==> config.mk <==
export PLATFORM = sky130hd
export DESIGN_NAME = alu_input_loader
export DESIGN_NICKNAME = d
export VERILOG_FILES = /design/src/rtl/alu_pkg.sv /design/src/rtl/button_debouncer.sv /design/src/rtl/alu_input_loader.sv
export SDC_FILE = /design/constraint.sdc
export NUM_CORES = 1
export LEC_CHECK = 0
export ABC_AREA = 1
export CORE_MARGIN = 4
export CORE_UTILIZATION = 32
export CTS_CLUSTER_DIAMETER = 150
export DETAILED_ROUTE_END_ITERATION = 8
export HOLD_SLACK_MARGIN = 0.05
export PLACE_DENSITY = 0.47
export RECOVER_POWER = 100
export SYNTH_ARGS = -nofsm -noshare
export SYNTH_HDL_FRONTEND = slang
export SYNTH_SLANG_ARGS = --single-unit
==> constraint.sdc <==
create_clock -name i_clk -period 4.5 [get_ports i_clk]
set_input_delay 1.125 -clock i_clk [delete_from_list [all_inputs] [get_ports i_clk]]
set_output_delay 1.125 -clock i_clk [all_outputs]
set_load 0.02 [all_outputs]
==> src/rtl/alu_pkg.sv <==
// alu_pkg: state encoding, default widths and opcodes shared by the loader, its bench and the ALU.
package alu_pkg;
    localparam int DATA_W = 4;
    localparam int OP_W   = 4;
    typedef enum logic [1:0] {
        WAIT_A  = 2'd0,
        WAIT_B  = 2'd1,
        WAIT_OP = 2'd2,
        READY   = 2'd3
    } state_t;
    localparam logic [3:0] OP_ADD = 4'b0001;
    localparam logic [3:0] OP_SUB = 4'b0010;
    localparam logic [3:0] OP_AND = 4'b0011;
    localparam logic [3:0] OP_OR  = 4'b0101;
    localparam logic [3:0] OP_XOR = 4'b0111;
    localparam logic [3:0] OP_SRA = 4'b1000;
    localparam logic [3:0] OP_SRL = 4'b1100;
    localparam logic [3:0] OP_NOR = 4'b1110;
endpackage

==> src/rtl/button_debouncer.sv <==
// button_debouncer: 2-flop synchroniser, stability counter and one-cycle press pulse.
module button_debouncer #(
    parameter int p_debounceCycles = 1_000_000
) (
    input  logic i_clk,
    input  logic i_reset,
    input  logic i_btn,
    output logic o_pulse
);
    localparam int CW = $clog2(p_debounceCycles + 1);
    logic s1_q, s2_q, db_q, pulse_q;
    logic [CW-1:0] cnt_q, cnt_d;
    logic toggle;
    always_comb begin
        cnt_d  = cnt_q + 1'b1;
        toggle = (s2_q != db_q) && (cnt_d == CW'(p_debounceCycles));
    end
    // the pulse is registered alongside the level toggle, so it only fires on 0->1
    always_ff @(posedge i_clk) begin
        if (i_reset) begin
            s1_q    <= 1'b0;
            s2_q    <= 1'b0;
            db_q    <= 1'b0;
            pulse_q <= 1'b0;
            cnt_q   <= '0;
        end else begin
            s1_q    <= i_btn;
            s2_q    <= s1_q;
            pulse_q <= toggle & ~db_q;
            db_q    <= toggle ? ~db_q : db_q;
            cnt_q   <= (toggle || s2_q == db_q) ? '0 : cnt_d;
        end
    end
    assign o_pulse = pulse_q;
endmodule

==> src/rtl/alu_input_loader.sv <==
// alu_input_loader: debounces three buttons and loads A, B and the opcode from the switches in order.
module alu_input_loader
    import alu_pkg::*;
#(
    parameter int p_dataLength     = DATA_W,
    parameter int p_opLength       = OP_W,
    parameter int p_debounceCycles = 1_000_000
) (
    input  logic                    i_clk,
    input  logic                    i_reset,
    input  logic [p_dataLength-1:0] i_switches,
    input  logic                    i_btnA,
    input  logic                    i_btnB,
    input  logic                    i_btnOp,
    output logic [p_dataLength-1:0] o_A,
    output logic [p_dataLength-1:0] o_B,
    output logic [p_opLength-1:0]   o_ALUBitsControl,
    output logic                    o_valid
);
    logic pulse_a, pulse_b, pulse_op;
    logic [p_dataLength-1:0] sw1_q, sw2_q, a_q, b_q;
    logic [p_opLength-1:0] op_q;
    logic valid_q;
    state_t state_q;

    button_debouncer #(.p_debounceCycles(p_debounceCycles)) u_db_a (
        .i_clk(i_clk), .i_reset(i_reset), .i_btn(i_btnA), .o_pulse(pulse_a));
    button_debouncer #(.p_debounceCycles(p_debounceCycles)) u_db_b (
        .i_clk(i_clk), .i_reset(i_reset), .i_btn(i_btnB), .o_pulse(pulse_b));
    button_debouncer #(.p_debounceCycles(p_debounceCycles)) u_db_op (
        .i_clk(i_clk), .i_reset(i_reset), .i_btn(i_btnOp), .o_pulse(pulse_op));

    always_ff @(posedge i_clk) begin
        if (i_reset) begin
            sw1_q <= '0;
            sw2_q <= '0;
        end else begin
            sw1_q <= i_switches;
            sw2_q <= sw1_q;
        end
    end

    // only the expected button acts while waiting; in READY A wins over B over Op
    always_ff @(posedge i_clk) begin
        if (i_reset) begin
            state_q <= WAIT_A;
            a_q     <= '0;
            b_q     <= '0;
            op_q    <= '0;
            valid_q <= 1'b0;
        end else begin
            case (state_q)
                WAIT_A: if (pulse_a) begin
                    a_q     <= sw2_q;
                    state_q <= WAIT_B;
                end
                WAIT_B: if (pulse_b) begin
                    b_q     <= sw2_q;
                    state_q <= WAIT_OP;
                end
                WAIT_OP: if (pulse_op) begin
                    op_q    <= sw2_q[p_opLength-1:0];
                    state_q <= READY;
                    valid_q <= 1'b1;
                end
                default: if (pulse_a) begin
                    a_q     <= sw2_q;
                    state_q <= WAIT_B;
                    valid_q <= 1'b0;
                end else if (pulse_b) begin
                    b_q <= sw2_q;
                end else if (pulse_op) begin
                    op_q <= sw2_q[p_opLength-1:0];
                end
            endcase
        end
    end

    assign o_A              = a_q;
    assign o_B              = b_q;
    assign o_ALUBitsControl = op_q;
    assign o_valid          = valid_q;
endmodule
==> metrics, run 1 <==
port bufs 21; first-pass GRT wire length roughly 18 mm; # Max-Cap Violations 0; Finished Layout Cells about 900; clk_skew about 0.0093 ns; Layout area overhead 14.3%; Inserted Diodes 0; P_int roughly 1.4 mW; Startpoint Class input pin; Leak Pwr ~2 nW; DR pass1 iterations 4; Post-Synth Simple-Gate Area between 30% and 40%; Reg power frac roughly half; Sequential cell area approximately 1900 um2; cell row count 44; status finished clean; Overflow after GRT 0; Placed Area about 5200 um2; clk root buf clkbuf_16; Die ar. 16900 um2; total global-route track usage approximately an eighth; worst slew pin tran 0.897 ns; Total Wirelength about 10 mm; Hold Vio Cnt, Final 0; initial antenna violation count 0; DR iter-0 viols between 150 and 200; hold buffer count at CTS 0; number of fill cells in the layout about 1600; clk buf depth 2; endpoints failing setup 0; IO Count 22; Critical Path RT between 4 and 5 ns; power density cells 326 nW/um2; clock latency on the worst-skew pair ~0.35 ns; Cell Area, Synth approximately 4800 um2; htree depth 3; most common cell after layout, fill and taps aside nor2_1; clock sink count between 90 and 100; fin nets between 700 and 800; mux contribution to synthesized area 0%; Synth Area in Adders under 10%; HP Class reg -> reg; Yosys Warn Count 0; sw frac 23.8%; fmax between 0.3 and 0.4 GHz; critical path type in -> reg; Via density around 4.4; setup TNS 0 ns; Post-CTS Resized 0; DP Wirelength roughly 7.6 mm; main combinational cell family by area after synthesis simple AND/OR/NAND/NOR gates; kind of end point of the critical path flip-flop; Tmin final 3.15 ns; Compound-Gate Fraction of Synth Area under 10%; die height between 100 and 150 um; antenna violation net count after detailed routing 0; initial cell density of the core roughly a third; Clk pwr share between 40% and 50%; largest net degree at the start of global routing 22; Num CTS Buffers 9; Peak supply drop ~0.19 mV; Slew Viols, Final 0; Tcrit/Tclk final around 70%; TritonCTS clock tree yes; Net Sw Power 424 uW; DR vias 4048; CP max FO 21; WP data arrival 3.35 ns; combinational share of power 6.7%; layout cells sized above 1 under 10%; die span in x 130 um; register area share after synthesis ~40%; final instance area 5450 um2; Mapped Cells approximately 700; Core Area 14500 um2; Worst-path clk slew around 0.070 ns; Post-Synth XOR/XNOR Area roughly 5.7%; synthesized area per cell between 6 and 7 um2; commonest cells after routing, fill and taps aside nor2_1 (171), nand2_1 (142), inv_1 (100), dfxtp_1 (95), nand3_1 (44); total power 1.78 mW; Slew headroom around 40%; Netlist cell types 29; area occupied by multi-input gates between 2000 and 2500 um2; postcts setup bufs 0; DRC 0; syn_nets about 720; RSZ-0062 raised after global routing false; Inst Count DP approximately 900; WL per Instance approximately 11 um; Synth Register Bits 95; vias in the first global route between 4000 and 5000; routability cong. 0.823
==> layout make-up <==
cell class / instances / area share (%)
multi-input combinational: 494 / 44.0
sequential: 95 / 34.9
inverter: 106 / 7.30
clock buffer: 11 / 4.46
tap: 184 / 4.23
timing repair buffer: 22 / 3.93
clock inverter: 5 / 1.19
==> state kept, by name, indices dropped and copies added (netlist names), 4 cells and up <==
signal,flops
o_A,4
o_ALUBitsControl,4
o_B,4
sw1_q,4
sw2_q,4
u_db_a.cnt_q,20
u_db_b.cnt_q,20
u_db_op.cnt_q,20
==> layer usage <==
metal / track usage (%) / wire, um / vias to the layer above
li1: - / - / 2204
met1: 15.6 / 4850 / 1791
met3: 3.97 / 285 / 14
met2: 21.9 / 4670 / 39
met4: 4.46 / 152 / 0
met5: 0 / 0 / -
==> worst paths after layout <==
check,from,to,slack [ns],cells after the start
max reg2reg,u_db_b.cnt_q[0],u_db_b.cnt_q[2],1.76,13
max,i_reset,u_db_b.cnt_q[2],1.35,5
min reg2reg,sw1_q[2],sw2_q[2],0.40,2
min,sw1_q[2],sw2_q[2],0.40,2
==> kinds of logic after synthesis <==
logic type / count (synthesis)
compound gates: 40
xor+xnor: 30
fa+ha+maj: 9
buf+inv: 114
flops: 95
simple gates: 415
==> cell usage after synthesis (all sizes together) <==
| library cell | n | area, um2 |
|---|---|---|
| nand2 | 149 | 584 |
| nand3 | 49 | 270 |
| a21oi | 8 | 40.0 |
| nand3b | 7 | 52.6 |
| nor3 | 4 | 25.0 |
| nand4 | 14 | 87.6 |
| inv | 104 | 390 |
| xor2 | 21 | 191 |
| dfxtp | 95 | 1900 |
| o21ai | 27 | 135 |
| clkinv | 2 | 7.51 |
| clkbuf | 3 | 11.3 |
| o21bai | 3 | 22.5 |
| xnor2 | 9 | 78.8 |
| and2 | 2 | 12.5 |
| nor2 | 190 | 776 |
| buf | 5 | 50.1 |
| ha | 9 | 113 |
| o211ai | 2 | 15.0 |
==> power by group through the flow <==
stage | clock network, mW | registers [mW] | logic (mW)
floorplan | 0 | 0.884 | 0.0912
global placement | 0 | 0.886 | 0.115
detailed placement | 0 | 0.886 | 0.118
CTS | 0.825 | 0.867 | 0.118
global route | 0.858 | 0.870 | 0.138
finish | 0.792 | 0.867 | 0.119
==> stage by stage <==
stage | hold WS, ns | worst slack, ns | utilization, %
after CTS | 0.405 | 1.76 | 37.6
after detailed placement | 0.395 | 1.39 | 35.4
after global routing | 0.418 | 1.11 | 37.5
final | 0.403 | 1.35 | 37.5
after global placement | 0.390 | 1.40 | 35.4
after floorplan | 0.388 | 2.48 | -
==> critical path: stages <==
cell           delay (ns)
dlygate4sd3_1        0.57
clkbuf_1             0.69
nor2_1               0.18
nand2_1              0.69
nor2_1               0.08
Power figures use the tool's default switching activity.
==> inputs of run 2 (changes only) <==
--- a/config.mk
+++ b/config.mk
@@ -11,7 +11,7 @@
 export CTS_CLUSTER_DIAMETER = 150
 export DETAILED_ROUTE_END_ITERATION = 8
 export HOLD_SLACK_MARGIN = 0.05
-export PLACE_DENSITY = 0.47
+export PLACE_DENSITY = 0.48
 export RECOVER_POWER = 100
 export SYNTH_ARGS = -nofsm -noshare
 export SYNTH_HDL_FRONTEND = slang
==> constraint.sdc (replaced) <==
create_clock -name i_clk -period 2.8 [get_ports i_clk]
set_input_delay 0.7 -clock i_clk [delete_from_list [all_inputs] [get_ports i_clk]]
set_output_delay 0.7 -clock i_clk [all_outputs]
set_load 0.02 [all_outputs]
==> metrics, run 2 (synthesis results as in run 1) <==
Critical Path RT 3.01 ns (-1.69 ns); kind of end point of the critical path flip-flop; HP Start u_db_b.s1_q; clk buf depth 2 (unchanged); IO Count 22 (unchanged); # Max-Cap Violations 0 (unchanged); critical path type in -> reg; DR pass1 iterations 5 (+1); Inst Count DP 905 (+0.44%); Num CTS Buffers 9 (unchanged); initial antenna violation count 0 (unchanged); area occupied by multi-input gates 2390 um2 (-0.10%); most common cell after layout, fill and taps aside nor2_1; total global-route track usage 12.9% (-0.052 points); die height 130 um (unchanged); fmax between 0.4 and 0.5 GHz; postcts setup bufs 0 (unchanged); Hold Vio Cnt, Final 0 (unchanged); grt met3 use 3.27% (-0.70 points); Layout area overhead 15.2%; Tcrit/Tclk final 88.0%; Placed Area 5180 um2 (+0.58%); status finished clean; total power 2.93 mW (+65%); clock sink count 95 (unchanged); Inserted Diodes 0 (unchanged); CP max FO 20 (-4.8%); antenna violation net count after detailed routing 0 (unchanged); Core Area 14500 um2 (unchanged); routability cong. 0.832 (+1.2%); Sequential cell area 1900 um2 (unchanged); Reg-to-Reg End u_db_b.cnt_q[3]; met2 Usage GRT 20.9% (-0.97 points); Tmin final roughly 2.5 ns; layout cells sized above 1 7.19% (+0.097 points); DR iter-0 viols 215 (+17%); R2R depth 13 (unchanged); most used routing layer met2; clk root buf clkbuf_16; worst slew pin tran 0.752 ns (-0.145 ns); flop-to-flop setup slack 0.42 ns (-1.34 ns); Total Wirelength 10.1 mm (+1.2%); WHS Endpoint u_db_b.s2_q; Slew headroom 49.9% (+9.7 points); Via density 4.49 (+1.7%); Peak supply drop 0.279 mV (+49%); HP Class reg -> reg; largest net degree at the start of global routing 21 (-4.5%); port bufs 21 (unchanged); Post-CTS Resized 0 (unchanged); reg2reg start u_db_b.cnt_q[0]; clk_skew 0.00936 ns (+0.0000197 ns); endpoints failing setup 0 (unchanged); number of fill cells in the layout 1564 (-0.13%); commonest cells after routing, fill and taps aside nor2_1 (175), nand2_1 (141), inv_1 (100), dfxtp_1 (95), nand3_1 (44); power density cells 533 nW/um2 (+63%); die span in x 130 um (unchanged); DRC 0 (unchanged); worst hold stages 2 (unchanged); GR Util met1 16.5% (+0.90 points); RSZ-0062 raised after global routing false; Overflow after GRT 0 (unchanged); Startpoint Class input pin; Finished Layout Cells 921 (+0.44%); TritonCTS clock tree yes; Worst-path clk slew 0.07 ns (about the same); vias in the first global route 4023 (+0.22%); cell row count 44 (unchanged); Placement Setup Slack 0.372 ns (-1.01 ns); setup TNS 0 ns (unchanged); final instance area 5490 um2 (+0.71%); fin nets 750 (+0.54%); clock latency on the worst-skew pair 0.34 ns (about the same); WP data arrival 2.68 ns (-0.67 ns); first-pass GRT wire length 17.8 mm (+1.1%); final worst setup slack 0.336 ns (-1.01 ns); hold buffer count at CTS 0 (unchanged); Die ar. 16900 um2 (unchanged); Slew Viols, Final 0 (unchanged); largest registers u_db_a.cnt_q x20, u_db_b.cnt_q x20, u_db_op.cnt_q x20; htree depth 3 (unchanged); Leak Pwr 1.97 nW (+1.3%); WL per Instance 10.9 um (+0.72%); DR vias 4133 (+2.1%); initial cell density of the core 32.8% (unchanged); DP Wirelength 7.74 mm (+2.2%)
## run 2: worst max-delay path by stage
stage,to,cells after the start,slack [ns],start
3_3_place_gp,u_db_b.cnt_q[2],13,0.39,u_db_b.cnt_q[0]
4_1_cts,u_db_b.cnt_q[3],13,0.34,u_db_b.cnt_q[0]
5_1_grt,u_db_a.cnt_q[10],11,0.11,u_db_a.cnt_q[0]
6_report,u_db_a.cnt_q[3],6,0.34,i_reset
2_1_floorplan,u_db_b.cnt_q[7],14,0.78,u_db_b.cnt_q[0]
3_5_place_dp,u_db_b.cnt_q[3],13,0.37,u_db_b.cnt_q[0]
## run 2: power breakdown
part	switching (mW)	internal (mW)
clock	0.550	0.794
sequential	0.0174	1.38
combinational	0.114	0.0748
## run 2: cell type report
class | count | area share [%]
clock inverters | 7 | 1.82
repair buffers | 26 | 4.33
flip-flops and latches | 95 | 34.7
multi-input cells | 494 | 43.6
clock buffers | 9 | 4.10
inverters | 106 | 7.25
well taps | 184 | 4.20
## run 2: metal layers
metal / wire, um / vias up
met2: 4570 / 43
met5: 0 / -
met4: 223 / 0
met3: 298 / 20
met1: 4980 / 1853
li1: - / 2217
## run 2: worst max-delay path: stages
cell           delay, ns
dlygate4sd3_1       0.72
clkbuf_1            0.61
nor2_1              0.11
nand2_1             0.09
clkbuf_2            0.37
nor2_1              0.07
## run 2: stage by stage
step           hold slack [ns]  utilization, %
2_1_floorplan            0.388               -
3_5_place_dp             0.396            35.6
5_1_grt                  0.424            37.7
6_report                 0.403            37.7
4_1_cts                  0.406            37.9
3_3_place_gp             0.391            35.6
==> inputs of run 3 (changes only) <==
--- a/config.mk
+++ b/config.mk
@@ -13,6 +13,7 @@
 export HOLD_SLACK_MARGIN = 0.05
 export PLACE_DENSITY = 0.48
 export RECOVER_POWER = 100
+export SKIP_CTS_REPAIR_TIMING = 1
 export SYNTH_ARGS = -nofsm -noshare
 export SYNTH_HDL_FRONTEND = slang
 export SYNTH_SLANG_ARGS = --single-unit
==> results of run 3 <==
Final layout, timing and power as in run 2 (identical DEF).
